===== src/rtl/fp16_sq_pkg.sv =====
// Shared definitions for the FP16 iterative squaring unit: FSM states,
// FP16 format constants and the leading-zero count used to normalize
// subnormal operands.
package fp16_sq_pkg;

    typedef enum logic [1:0] {
        IDLE,
        MUL,
        PACK
    } state_t;

    localparam int          FP16_BIAS     = 15;
    localparam logic [4:0]  FP16_EXP_MAX  = 5'h1F;
    localparam logic [9:0]  FP16_QNAN_BIT = 10'h200;
    localparam logic [15:0] FP16_PINF     = 16'h7C00;
    localparam int          MUL_ITERS     = 11;

    // Leading zeros of a 10-bit fraction; returns 10 for an all-zero input.
    function automatic logic [3:0] clz10(input logic [9:0] v);
        clz10 = 4'd10;
        for (int i = 0; i < 10; i++) begin
            if (v[i]) clz10 = 4'(9 - i);
        end
    endfunction

endpackage


===== src/rtl/fp16_sq_pack.sv =====
// Combinational result packer for the squaring unit: turns the 22-bit
// product and unbiased operand exponent into an FP16 word, handling
// overflow to +inf, subnormal right shift, flush to zero and specials.
// Optional round-to-nearest-even under FP16_SQUARE_ROUND_EN
// (truncation when the macro is undefined).
module fp16_sq_pack
    import fp16_sq_pkg::*;
(
    input  logic [21:0]       prod,
    input  logic signed [6:0] exp_in,
    input  logic              is_zero,
    input  logic              is_inf,
    input  logic              is_nan,
    input  logic              nan_sign,
    input  logic [9:0]        nan_frac,
    output logic [15:0]       result
);

    logic signed [6:0] exp_res;
    logic signed [7:0] biased;
    logic [7:0]        sub_sh;
    logic              is_sub;
    logic [10:0]       sig;
    logic [3:0]        sh;
    logic [10:0]       mant_t;
    logic [14:0]       base;
    logic              inc;
    logic [15:0]       rounded;

    // Exponent, significand selection and (possibly subnormal) alignment.
    always_comb begin
        exp_res = (exp_in <<< 1) + $signed({6'b0, prod[21]});
        biased  = $signed({exp_res[6], exp_res}) + $signed(8'(FP16_BIAS));
        sub_sh  = 8'($signed(8'sd1) - biased);
        is_sub  = (biased <= 8'sd0);
        sig     = prod[21] ? prod[21:11] : prod[20:10];
        sh      = is_sub ? sub_sh[3:0] : 4'd0;
        mant_t  = sig >> sh;
        base    = is_sub ? {4'b0, mant_t} : {biased[4:0], mant_t[9:0]};
    end

`ifdef FP16_SQUARE_ROUND_EN
    logic [10:0] disc;
    logic [21:0] full;
    logic [21:0] shifted;
    logic [21:0] low_mask;
    logic        guard;
    logic        sticky;

    // Round-to-nearest-even from the bits dropped by the product select and shift.
    always_comb begin
        disc     = prod[21] ? prod[10:0] : {prod[9:0], 1'b0};
        full     = {sig, disc};
        shifted  = full >> sh;
        guard    = shifted[10];
        low_mask = (22'd1 << (5'(sh) + 5'd10)) - 22'd1;
        sticky   = |(full & low_mask);
        inc      = guard & (sticky | mant_t[0]);
    end
`else
    logic unused_bits;
    assign unused_bits = ^prod[9:0];
    assign inc = 1'b0;
`endif

    // A carry out of the fraction lands in the exponent field, which also
    // turns a rounded-up subnormal into min-normal and 30.max into +inf.
    assign rounded = {1'b0, base} + 16'(inc);

    // Final selection: specials first, then overflow, flush, numeric.
    always_comb begin
        if (is_nan)
            result = {nan_sign, FP16_EXP_MAX, nan_frac | FP16_QNAN_BIT};
        else if (is_inf)
            result = FP16_PINF;
        else if (is_zero)
            result = 16'h0000;
        else if (biased >= 8'sd31)
            result = FP16_PINF;
        else if (is_sub && (sub_sh >= 8'd12))
            result = 16'h0000;
        else
            result = rounded;
    end

endmodule


===== src/rtl/fp16_square_iter.sv =====
// Sequential FP16 squaring unit: out = in * in using a radix-2 shift-add
// mantissa multiplier, one partial product per clock (11 MUL cycles plus
// one PACK cycle). Specials and zero skip the multiply.
// Optional rounding: define FP16_SQUARE_ROUND_EN for round-to-nearest-even.
module fp16_square_iter
    import fp16_sq_pkg::*;
(
    input  logic        clk,
    input  logic        rst_n,
    input  logic        start,
    input  logic [15:0] in_data,
    output logic        busy,
    output logic        valid,
    output logic [15:0] out_data
);

    state_t            state;
    logic [3:0]        cnt;
    logic [10:0]       mcand;
    logic [10:0]       mplier;
    logic [21:0]       acc;
    logic signed [6:0] exp_e;
    logic              zero_f;
    logic              inf_f;
    logic              nan_f;
    logic              nan_sign;
    logic [9:0]        nan_frac;

    logic [4:0]        in_exp;
    logic [9:0]        in_frac;
    logic              d_nan;
    logic              d_inf;
    logic              d_zero;
    logic [3:0]        norm_sh;
    logic [10:0]       d_mant;
    logic signed [6:0] d_exp;
    logic [3:0]        bit_idx;
    logic [15:0]       pack_res;

    // Operand decode: classify and normalize subnormals to a hidden-one mantissa.
    always_comb begin
        in_exp  = in_data[14:10];
        in_frac = in_data[9:0];
        d_nan   = (in_exp == FP16_EXP_MAX) && (in_frac != 10'd0);
        d_inf   = (in_exp == FP16_EXP_MAX) && (in_frac == 10'd0);
        d_zero  = (in_exp == 5'd0) && (in_frac == 10'd0);
        norm_sh = clz10(in_frac) + 4'd1;
        if (in_exp == 5'd0) begin
            d_mant = {1'b0, in_frac} << norm_sh;
            d_exp  = $signed(7'sd1) - $signed(7'(FP16_BIAS)) - $signed({3'b0, norm_sh});
        end else begin
            d_mant = {1'b1, in_frac};
            d_exp  = $signed({2'b00, in_exp}) - $signed(7'(FP16_BIAS));
        end
    end

    // Multiplier bit being consumed this MUL cycle (counter runs 10 down to 0).
    assign bit_idx = 4'(MUL_ITERS - 1) - cnt;

    fp16_sq_pack u_pack (
        .prod     (acc),
        .exp_in   (exp_e),
        .is_zero  (zero_f),
        .is_inf   (inf_f),
        .is_nan   (nan_f),
        .nan_sign (nan_sign),
        .nan_frac (nan_frac),
        .result   (pack_res)
    );

    // Control FSM with the shift-add datapath and registered outputs.
    always_ff @(posedge clk or negedge rst_n) begin
        if (!rst_n) begin
            state    <= IDLE;
            busy     <= 1'b0;
            valid    <= 1'b0;
            out_data <= 16'h0000;
            cnt      <= 4'd0;
            mcand    <= 11'd0;
            mplier   <= 11'd0;
            acc      <= 22'd0;
            exp_e    <= 7'sd0;
            zero_f   <= 1'b0;
            inf_f    <= 1'b0;
            nan_f    <= 1'b0;
            nan_sign <= 1'b0;
            nan_frac <= 10'd0;
        end else begin
            valid <= 1'b0;
            case (state)
                IDLE: begin
                    if (start) begin
                        busy     <= 1'b1;
                        mcand    <= d_mant;
                        mplier   <= d_mant;
                        acc      <= 22'd0;
                        cnt      <= 4'(MUL_ITERS - 1);
                        exp_e    <= d_exp;
                        zero_f   <= d_zero;
                        inf_f    <= d_inf;
                        nan_f    <= d_nan;
                        nan_sign <= in_data[15];
                        nan_frac <= in_frac;
                        state    <= (d_zero | d_inf | d_nan) ? PACK : MUL;
                    end
                end
                MUL: begin
                    if (mplier[0])
                        acc <= acc + (22'(mcand) << bit_idx);
                    mplier <= mplier >> 1;
                    cnt    <= cnt - 4'd1;
                    if (cnt == 4'd0)
                        state <= PACK;
                end
                PACK: begin
                    valid    <= 1'b1;
                    busy     <= 1'b0;
                    out_data <= pack_res;
                    state    <= IDLE;
                end
                default: state <= IDLE;
            endcase
        end
    end

endmodule


===== config.mk =====
export PLATFORM = sky130hd
export DESIGN_NAME = fp16_square_iter
export DESIGN_NICKNAME = d
export VERILOG_FILES = /design/src/rtl/fp16_sq_pkg.sv /design/src/rtl/fp16_sq_pack.sv /design/src/rtl/fp16_square_iter.sv
export SDC_FILE = /design/constraint.sdc
export NUM_CORES = 1
export LEC_CHECK = 0
export CORE_UTILIZATION = 65
export DETAILED_ROUTE_END_ITERATION = 6
export DONT_BUFFER_PORTS = 1
export PLACE_DENSITY = 0.92
export SYNTH_ARGS = -nofsm -noshare
export SYNTH_HDL_FRONTEND = slang
export SYNTH_SLANG_ARGS = --single-unit

===== constraint.sdc =====
create_clock -name clk -period 5.5 [get_ports clk]
set_input_delay 1.1 -clock clk [delete_from_list [all_inputs] [get_ports clk]]
set_output_delay 1.1 -clock clk [all_outputs]
set_load 0.01 [all_outputs]

==> summary.md, run 1 <==
| Metric | Value |
|---|---|
| Critical R2R Launch | cnt[0]$_DFFE_PN0P_ |
| Gpl congestion | 0.9616 |
| Core region area | 10,370 sq um |
| # rows | 37 |
| Top cell type's share of synthesized area | 31.27% |
| Setup crit end kind | flip-flop |
| Drt first pass iters | 5 |
| Power per cell area | 734.0 nW/um^2 |
| Post-DP HPWL | around 13,000 um |
| Initial antenna violation count | 0 |
| Clk Latency, worst-skew pair | between 0.3 and 0.4 ns |
| Reg2Reg Setup Slack | 0.73 ns |
| Sw Ratio | between 50% and 60% |
| # hold bufs at CTS | 0 |
| Total number of H-tree levels | 3 |
| HP Class | input port to async pin |
| Synth Register Bits | 87 |
| Final WL | 18,080 um |
| Clock share of power | around 7.9% |
| Worst-Margin Slew | 0.7950 ns |
| Slowest stage delay, CP | 0.76 ns |
| Filler cells | about 800 |
| Via Count | 6,433 |
| Relative slew slack | between 40% and 50% |
| CTS Buf Count | 9 |
| Worst path required time | around 5.7 ns |
| Critical Path AT | around 5.0 ns |
| Final Setup Violations | 0 |
| Ports | 37 |
| Commonest cells in the netlist | 110 x nand2_1, 87 x dfrtp_1, 74 x a21oi_1, 67 x o21ai_0, 59 x nor2_1 |
| R2R cell count | 13 |
| Drt wl/cell | 19.03 um |
| Post-Syn Area per Cell | 8.279 sq um |
| Clock-pin slew on the worst setup and hold paths | 0.11 ns |
| Synth cell types | 90 |
| Layout cells sized above 1 | approximately 7.0% |
| Synth area leader | dfrtp_1 |
| Final Slew Violations | 0 |
| Top cell by count, worst path | o21ai_0 |
| CTS tree | built |
| Pre-CTS WS | 0.8601 ns |
| Global Route Usage Sum | approximately a third |
| Pint | 2487 uW |
| Max-cap violation count | 0 |
| IR Drop Worst-Case VDD | 0.4127 mV |
| Syn_nets | around 890 |
| Worst Skew | around 0.025 ns |
| Fmax | approximately 210 MHz |
| Ys flop type | dfrtp_1 |
| Most frequent cell after synthesis | nand2_1 |
| Final net count | 862 |
| Static Leak | around 0.0032 uW |
| I/O Buffers | 0 |
| DR vias/cell | ~6.8 |
| Switch Pwr | approximately 2800 uW |
| Largest net degree at the start of global routing | between 80 and 90 |
| Setup crit start kind | flip-flop |
| Setup TNS | 0 ns |
| Postcts setup bufs | 0 |
| WS Path Type | flip-flop to flip-flop |
| Fin worst setup slack | 0.7317 ns |
| Sequential fraction of the synthesis area | 31.27% |
| Yosys warnings | 0 |
| Mapped Cells | 841 |
| Ranking of synthesized cells by area | dfrtp_1 31%, nand2_1 5.9%, mux2i_1 5.9% |
| Post-synth ARST share | 100.0% |
| Mapped cell area | around 7000 sq um |
| CP Max Fanout | 21 |
| RSZ-0062 raised after global routing | false |
| Crit-path cells | inv_1 -> ha_1 -> o21ai_0 -> mux2i_1 -> o21ai_0 -> ha_1 -> nand2_1 -> o21ai_0 -> nor3b_1 -> a211oi_1 -> o211ai_1 -> a2111oi_0 -> nor3_1 |
| Clock Tree Buf Depth | 2 |
| Full die area | approximately 11,000 sq um |
| Post_cts resized | 0 |
| Effective utilization at floorplan | 67.15% |
| Seq pwr share | 24.0% |
| Sink Count | 87 |
| Clock root cell | clkbuf_8 |
| First-pass GRT wire length | around 30,000 um |
| FF-to-FF End | acc[21]$_DFFE_PN0P_ |
| Source of the critical timing path | cnt[0]$_DFFE_PN0P_ |
| Vias in the first global route | 5,962 |
| Post-synth EDFFs | 0 |
| Number of diodes | 0 |
| Die height | 105.5 um |
| DRC violations left | 0 |
| Die width | 105.5 um |
| Fin crit period | 4.768 ns |
| Area growth syn-to-layout | 2.695% |
| Logic pwr share | between 60% and 70% |
| Antenna viol nets, final | 0 |
| Worst path slowest cell | dfrtp_1 |
| Fin. Hold Viols | 0 |
| Detailed Route Iter0 Violations | 660 |
| Gr ovfl total | 0 |
| Final Cycle Share | roughly 87% |
| Status | complete, no violations |
==> state kept, by name, summed over array words and instances, names as in the netlist <==
register  cells
mcand        11
nan_f         1
cnt           4
mplier       11
state         2
nan_sign      1
out_data     16
zero_f        1
busy          1
nan_frac      9
acc          22
exp_e         6
inf_f         1
valid         1
==> power groups by stage <==
stage          Sequential [uW]  Combinational, uW  Clock, uW
3_3_place_gp              1240               3310          0
5_1_grt                   1300               3900        440
3_5_place_dp              1270               3470          0
6_report                  1260               3570        414
2_1_floorplan             1100               2890          0
4_1_cts                   1250               3500        417
==> kinds of logic after synthesis <==
family,synth area share [%]
AND/OR/NAND/NOR,20.27
AO/OA/AOI/OAI,25.64
flip-flops,31.27
buffers and inverters,4.582
multiplexers,7.727
XOR/XNOR,4.474
adder cells (fa/ha/maj),6.038
==> area by class of cell <==
type	instances	area (sq um)	area share (%)
Timing Repair Buffer	8	60.06	0.8399
Clock inverter	6	43.79	0.6124
Tap cell	136	170.2	2.380
Inverter	27	101.3	1.417
Multi-Input combinational cell	677	4474	62.57
Sequential cell	87	2177	30.45
Clock buffer	9	123.9	1.732
==> routing by layer <==
| layer | track usage [%] | vias to the layer above | wire length, um |
|---|---|---|---|
| li1 | - | 3015 | - |
| met4 | 13.69 | 0 | 453 |
| met5 | 0 | - | 0 |
| met3 | 6.555 | 45 | 1454 |
| met1 | 45.51 | 3048 | 7797 |
| met2 | 52.77 | 325 | 8370 |
==> through the flow <==
stage	area [sq um]	std cells	hold WS (ns)	power [uW]	util (%)
6_report	7151	950	0.3999	5248	68.96
5_1_grt	7151	950	0.3797	5642	68.96
4_1_cts	7151	950	0.3848	5168	68.96
3_5_place_dp	6983	935	0.4630	4742	67.34
3_3_place_gp	6983	935	0.4511	4556	67.34
2_1_floorplan	6963	841	0.4377	3985	-
==> worst max-delay path, delay by kind of cell, from the launching register on <==
family	cells	cell delay, ns
AO/OA/AOI/OAI	6	1.91
buffers and inverters	1	0.20
adder cells (fa/ha/maj)	2	1.21
AND/OR/NAND/NOR	3	0.30
multiplexers	1	0.22
flip-flops	1	0.76
==> cells in the final DEF (no fill, tap or decap), types with 4 or more instances in the layout <==
cell / n
nand2_1: 110
dfrtp_1: 87
a21oi_1: 74
o21ai_0: 67
nor2_1: 59
mux2i_1: 41
ha_1: 32
inv_1: 24
xnor2_1: 20
nand3_1: 17
nor3_1: 15
a21o_1: 15
nor2b_1: 13
xor2_1: 13
a211oi_1: 13
nand2b_1: 11
or3_1: 10
and3_1: 10
o31ai_1: 10
a31oi_1: 9
o21ai_1: 9
clkbuf_8: 9
o21a_1: 8
o211ai_1: 8
buf_4: 8
mux2_2: 6
nand3b_1: 6
nor3b_1: 6
a221o_1: 6
nor4_1: 5
o22ai_1: 5
and2_1: 4
==> worst max-delay path by stage <==
stage / depth (start not counted) / to / slack [ns]
3_3_place_gp: 14 / acc[17]$_DFFE_PN0P_ / 1.06
6_report: 13 / acc[21]$_DFFE_PN0P_ / 0.73
4_1_cts: 14 / acc[21]$_DFFE_PN0P_ / 0.83
3_5_place_dp: 13 / acc[21]$_DFFE_PN0P_ / 0.86
5_1_grt: 13 / acc[21]$_DFFE_PN0P_ / 0.30
2_1_floorplan: 18 / acc[17]$_DFFE_PN0P_ / 0.96
Note: power is estimated with default switching activity, not from simulation.
==> run 2, diff against run 1 <==
--- a/config.mk
+++ b/config.mk
@@ -9,6 +9,7 @@
 export DETAILED_ROUTE_END_ITERATION = 6
 export DONT_BUFFER_PORTS = 1
 export PLACE_DENSITY = 0.92
+export SKIP_CTS_REPAIR_TIMING = 1
 export SYNTH_ARGS = -nofsm -noshare
 export SYNTH_HDL_FRONTEND = slang
 export SYNTH_SLANG_ARGS = --single-unit
==> results of run 2 <==
No change in the layout: final DEF, timing and power equal those of run 1.
==> run 3, diff against run 2 <==
--- a/config.mk
+++ b/config.mk
@@ -5,10 +5,12 @@
 export SDC_FILE = /design/constraint.sdc
 export NUM_CORES = 1
 export LEC_CHECK = 0
-export CORE_UTILIZATION = 65
+export CELL_PAD_IN_SITES_DETAIL_PLACEMENT = 0
+export CELL_PAD_IN_SITES_GLOBAL_PLACEMENT = 1
+export CORE_UTILIZATION = 50
 export DETAILED_ROUTE_END_ITERATION = 6
 export DONT_BUFFER_PORTS = 1
-export PLACE_DENSITY = 0.92
+export PLACE_DENSITY = 0.93
 export SKIP_CTS_REPAIR_TIMING = 1
 export SYNTH_ARGS = -nofsm -noshare
 export SYNTH_HDL_FRONTEND = slang
==> run 3 against run 2 <==
Cell count grew 4.1%. Clock-buffer cell count rose by 2. Fmax increased by 0.23%. Worst setup slack better by 0.011 ns. Die area rose by 29%. Worst hold slack improved by 0.049 ns. Critical path type unchanged. Clock power rose by 51%. Register-to-register slack about the same.
==> summary.md, run 3 (synthesis gave the netlist of run 1 again) <==
| Metric | Value |
|---|---|
| Status | complete, no violations |
| Setup TNS | 0 ns |
| Clock Tree Buf Depth | 2 |
| Total number of H-tree levels | 3 |
| Area growth syn-to-layout | 5.139% |
| Clock share of power | 11.6% |
| Drt wl/cell | 18.34 um |
| Max reg flops | 22 |
| Final Cell Area | 7321 sq um |
| Final Cycle Share | 86.50% |
| Power per cell area | about 740 nW/um^2 |
| Final Setup Violations | 0 |
| # rows | 42 |
| Crit-path cells | inv_1 -> ha_1 -> nand2_1 -> or3_1 -> inv_1 -> ha_1 -> a211oi_1 -> o21ai_0 -> o31ai_1 -> a211oi_1 -> or3_1 -> a21oi_1 -> xor2_1 -> o21ai_0 |
| Clock root cell | clkbuf_16 |
| Worst path slowest cell | dfrtp_1 |
| Placed Cells | 974 |
| Global Route Usage Sum | 26.22% |
| Ports | 37 |
| Final Slew Violations | 0 |
| Pint | 2683 uW |
| Non-Filler Instances | 989 |
| Critical R2R Launch | cnt[0]$_DFFE_PN0P_ |
| Via Count | 6,282 |
| R2R cell count | 14 |
| Vias in the first global route | approximately 5,900 |
| Final net count | 861 |
| Slowest stage delay, CP | 0.76 ns |
| Worst path required time | 5.70 ns |
| FF-to-FF End | acc[17]$_DFFE_PN0P_ |
| Setup crit start kind | flip-flop |
| I/O Buffers | 0 |
| Placed Area | around 7000 sq um |
| Static Leak | 0.003227 uW |
| Clock-pin slew on the worst setup and hold paths | 0.07 ns |
| Setup crit end kind | flip-flop |
| Source of the critical timing path | cnt[0]$_DFFE_PN0P_ |
| Layout cells sized above 1 | 6.765% |
| Core region area | 13,400 sq um |
| CTS tree | built |
| DR vias/cell | 6.352 |
| WS Path Type | flip-flop to flip-flop |
| CTS Buf Count | 9 |
| Final WL | approximately 18,000 um |
| Fin crit period | 4.757 ns |
| Clk Latency, worst-skew pair | 0.35 ns |
| Worst Skew | 0.01304 ns |
| DRC violations left | 0 |
| HP Class | input port to async pin |
| Effective utilization at floorplan | 51.96% |
| Detailed Route Iter0 Violations | 505 |
| Filler cells | 1,245 |
| Reg2Reg Setup Slack | 0.74 ns |
| Drt first pass iters | 6 |
| Fin. Hold Viols | 0 |
| IR Drop Worst-Case VDD | 0.2786 mV |
| Die height | ~120 um |
| Final Util | around 55% |
| Most frequent cells in the layout | 110 x nand2_1, 87 x dfrtp_1, 74 x a21oi_1 |
| CP Max Fanout | 21 |
| Top flop regs | acc (22), out_data (16) |
| Relative slew slack | 38.72% |
| Switch Pwr | 2718 uW |
| RSZ-0062 raised after global routing | false |
| Critical Path AT | a little under 5 ns |
| Commonest non-fill, non-tap cell in the layout | nand2_1 |
| Antenna viol nets, final | 0 |
| Sink Count | a little under 90 |
| Logic pwr share | 65.0% |
| Die width | about 120 um |
| Fmax | around 210 MHz |
| Post-DP HPWL | 13,110 um |
| Seq pwr share | a little under a quarter |
| Largest net degree at the start of global routing | 88 |
| Gr ovfl total | 0 |
| Full die area | 14,400 sq um |
| Initial antenna violation count | 0 |
| First-pass GRT wire length | 30,050 um |
| Sw Ratio | 50.32% |
| Biggest register | acc |
| Number of diodes | 0 |
| Gpl congestion | 0.9271 |
| Max-cap violation count | 0 |
| Final Power | between 5000 and 6000 uW |
| Worst-Margin Slew | ~0.91 ns |
[run 3: changes by cell type in the layout (fill, tap and decap cells not counted)]
cell and delta:
clkbuf_16 +9, clkbuf_8 -8, buf_4 -1, bufinv_16 +1
clkbuf_1 +1, clkinv_2 -1, clkinvlp_4 -1, inv_6 -1
[run 3: cell type report]
class	count	area, sq um	share of cell area, %
repair buffers	7	52.55	0.7178
clock buffers	11	242.7	3.316
inverters	27	101.3	1.384
flip-flops and latches	87	2177	29.74
multi-input cells	677	4474	61.12
clock inverters	4	52.55	0.7178
well taps	176	220.2	3.008
[run 3: routing by layer]
metal	vias to the layer above	share of wire (%)	global-route usage (%)	routed length [um]
li1	3003	-	-	-
met1	3050	47	37.39	8560
met2	206	46	40.77	8396
met3	23	4.9	3.612	890
met4	0	1.6	8.594	289
met5	-	0	0	0
[run 3: power groups by stage]
| stage | clock network (uW) | registers (uW) | logic [uW] |
|---|---|---|---|
| CTS | 631 | 1260 | 3460 |
| detailed placement | 0 | 1270 | 3440 |
| floorplan | 0 | 1100 | 2890 |
| global route | 660 | 1300 | 3880 |
| finish | 626 | 1270 | 3510 |
| global placement | 0 | 1250 | 3350 |
[run 3: worst max-delay path by stage]
stage	to	cells past startpoint
after floorplan	acc[17]$_DFFE_PN0P_	18
after global placement	acc[17]$_DFFE_PN0P_	14
after detailed placement	acc[17]$_DFFE_PN0P_	14
after CTS	acc[17]$_DFFE_PN0P_	14
after global routing	acc[21]$_DFFE_PN0P_	14
final	acc[17]$_DFFE_PN0P_	14
[run 3: through the flow]
step,hold slack [ns],worst slack (ns)
final,0.4487,0.7427
after floorplan,0.4377,0.9579
after CTS,0.4308,0.7924
after global placement,0.4538,0.9873
after detailed placement,0.4614,0.7873
after global routing,0.4351,0.3282
[run 3: critical path: cells and delay by family, from the launching register on]
kind            cells  cell delay, ns
fa+ha+maj           2            1.00
simple gates        3            0.96
compound gates      6            1.48
buf+inv             2            0.28
flops               1            0.76
xor+xnor            1            0.15
==> patch, RTL diff (settings of run 3) <==
Build with the macro `FP16_SQUARE_ROUND_EN` defined.
--- a/src/rtl/fp16_sq_pack.sv
+++ b/src/rtl/fp16_sq_pack.sv
@@ -4,4 +4,6 @@
 // Optional round-to-nearest-even under FP16_SQUARE_ROUND_EN
 // (truncation when the macro is undefined).
+`define FP16_SQUARE_ROUND_EN
+
 module fp16_sq_pack
     import fp16_sq_pkg::*;
Behaviour: same outputs for any inputs over 10 cycles, from zero or initial values and one cycle with rst_n low; that may be too few to reach the edited logic, so the function may still have changed.
==> patch against run 3 <==
- critical path depth increased by 8
- routed wire length rose by 20%
- sequential share of layout area down 4.1 points
- clock skew shrank 0.0024 ns
- critical endpoint is now out_data[0]
- via count rose by 20%
- hold slack worse by 0.0016 ns
- synthesized area rose by 15%
- sequential cell count unchanged
- setup slack lost 0.28 ns
- design area up 16%
- non-clock buffer count rose by 15
Power is not shown: default switching activity piles up to over one toggle a cycle in this logic, so the estimate is an artifact.
==> patch: results (changes against run 3) <==
outcome=complete, no violations; M1 WL=10.5 mm (+23%); met2 wire len=9.72 mm (+16%); Placer Congestion=0.954 (+2.9%); Seq/Total Area, Yosys=27.1% (-4.1 points); met3 routed WL=1.18 mm (+32%); largest net degree at the start of global routing=88 (unchanged); ys async rst share=100% (unchanged); first drt pass iteration count=5 (-1); NumNets Final=1048 (+22%); number of global-route vias before repair=6839 (+17%); H-tree depth=3 (unchanged); share of cells above drive strength 1=7.62% (+0.86 points); Top FF cell, synth=dfrtp_1; worst hold slack=0.447 ns (-0.00160 ns); Iteration-0 DRC Markers=727 (+44%); Syn Nets=1081 (+21%); final wirelength=21.9 mm (+20%); Tot GR Track Use=27.0% (+0.78 points); ant diodes=0 (unchanged); first-pass GRT wire length=35.5 mm (+18%); Root Driver=clkbuf_16; total CTS buffers=9 (unchanged); worst-margin pin slew=1.05 ns (+0.136 ns); synth warn=0 (unchanged); reg2reg setup slack=0.46 ns (-0.28 ns); Filler cells=1508 (+21%); mux cell area share after synthesis=8.62% (+0.89 points); post-synthesis adder-cell area fraction=5.86% (-0.18 points); DR vias/cell=6.23 (-1.9%); xor-xnor portion of the synthesized cell area=5.24% (+0.76 points); synth top area cells=dfrtp_1 (27%), mux2i_1 (6.6%), nand2_1 (6.0%); post-synthesis cell type count=78 (-13%); uppermost layer routed=met4; input/output buffers=0 (unchanged); GRT overflow=0 (unchanged); Synth Area in Compound Gates=27.1% (+1.4 points); clock slew at reported path FFs=0.07 ns (about the same); clock tree buffer depth=2 (unchanged); Top Registers=acc: 22 flops, out_data: 16 flops; clock latency on the worst-skew pair=0.35 ns (about the same); Max Fanout on Critical Path=13 (-38%); Final Skew=0.0106 ns (-0.00241 ns); Hold Crit Class=in2async; synth cell count leaders=nand2_1 (128), o21ai_0 (90), dfrtp_1 (87); DPL Wire Length=16.1 mm (+23%); initial antenna violation count=0 (unchanged)
patch: changes by cell type after synthesis, sizes merged, moves of 7 or more:
cell and delta:
clkbuf +16, a211o +10, nand3 +15, o21bai +7
o21ai +17, inv +10, nand2 +18, nor2 +24
mux2i +12, xnor2 +11
patch: path summary, 6_finish.rpt:
| kind | end | from | depth (start not counted) |
|---|---|---|---|
| setup / recovery | out_data[0] | acc[21] | 22 |
| hold / removal | acc[3] | rst_n | 0 |
| setup reg to reg | out_data[0] | acc[21] | 22 |
| hold reg to reg | mplier[2] | mplier[3] | 1 |
| max in group asynchronous | mplier[5] | rst_n | 0 |
| min in group clk | mplier[2] | mplier[3] | 1 |
patch: routing by layer:
layer | vias to the layer above | track usage (%)
met5 | - | 0
met4 | 0 | 8.44
met3 | 43 | 4.45
met2 | 239 | 40.7
met1 | 3550 | 39.3
li1 | 3695 | -
patch: layout make-up:
type	count	area (um^2)	area share [%]
inverters	35	131	1.55
clock buffers	11	243	2.86
multi-input cells	837	5470	64.4
flip-flops and latches	87	2180	25.7
clock inverters	5	41.3	0.486
well taps	211	264	3.11
repair buffers	22	165	1.94
patch: logic make-up after synthesis:
| group | Yosys count |
|---|---|
| and+or+nand+nor | 354 |
| muxes | 65 |
| adders and majority gates | 37 |
| buffers and inverters | 101 |
| xor gates and xnor gates | 48 |
| DFF | 87 |
| AOI/OAI and AO/OA | 333 |
patch: per-stage QoR:
| step | instance area [um^2] | setup slack, ns | std cells | utilization [%] |
|---|---|---|---|---|
| after global placement | 8210 | 0.642 | 1192 | 53.2 |
| after CTS | 8490 | 0.532 | 1208 | 55.0 |
| after global routing | 8490 | 0.0398 | 1208 | 55.0 |
| final | 8490 | 0.458 | 1208 | 55.0 |
| after detailed placement | 8210 | 0.558 | 1192 | 53.2 |
| after floorplan | 8030 | 0.485 | 1025 | - |
patch: worst max-delay path: stages, from the launching register on:
cell	delay [ns]
dfrtp_2	0.42
inv_2	0.19
ha_1	0.30
or3b_1	0.36
a311o_1	0.35
o211a_1	0.36
or3_1	0.41
inv_1	0.10
ha_1	0.25
inv_1	0.15
nand2_1	0.10
nor2_1	0.19
nand3_1	0.11
ha_1	0.31
inv_1	0.05
a21oi_1	0.14
o211ai_1	0.11
a41oi_1	0.17
o211ai_1	0.11
a211oi_1	0.27
o2111ai_1	0.17
nor4_1	0.19
a21oi_1	0.10
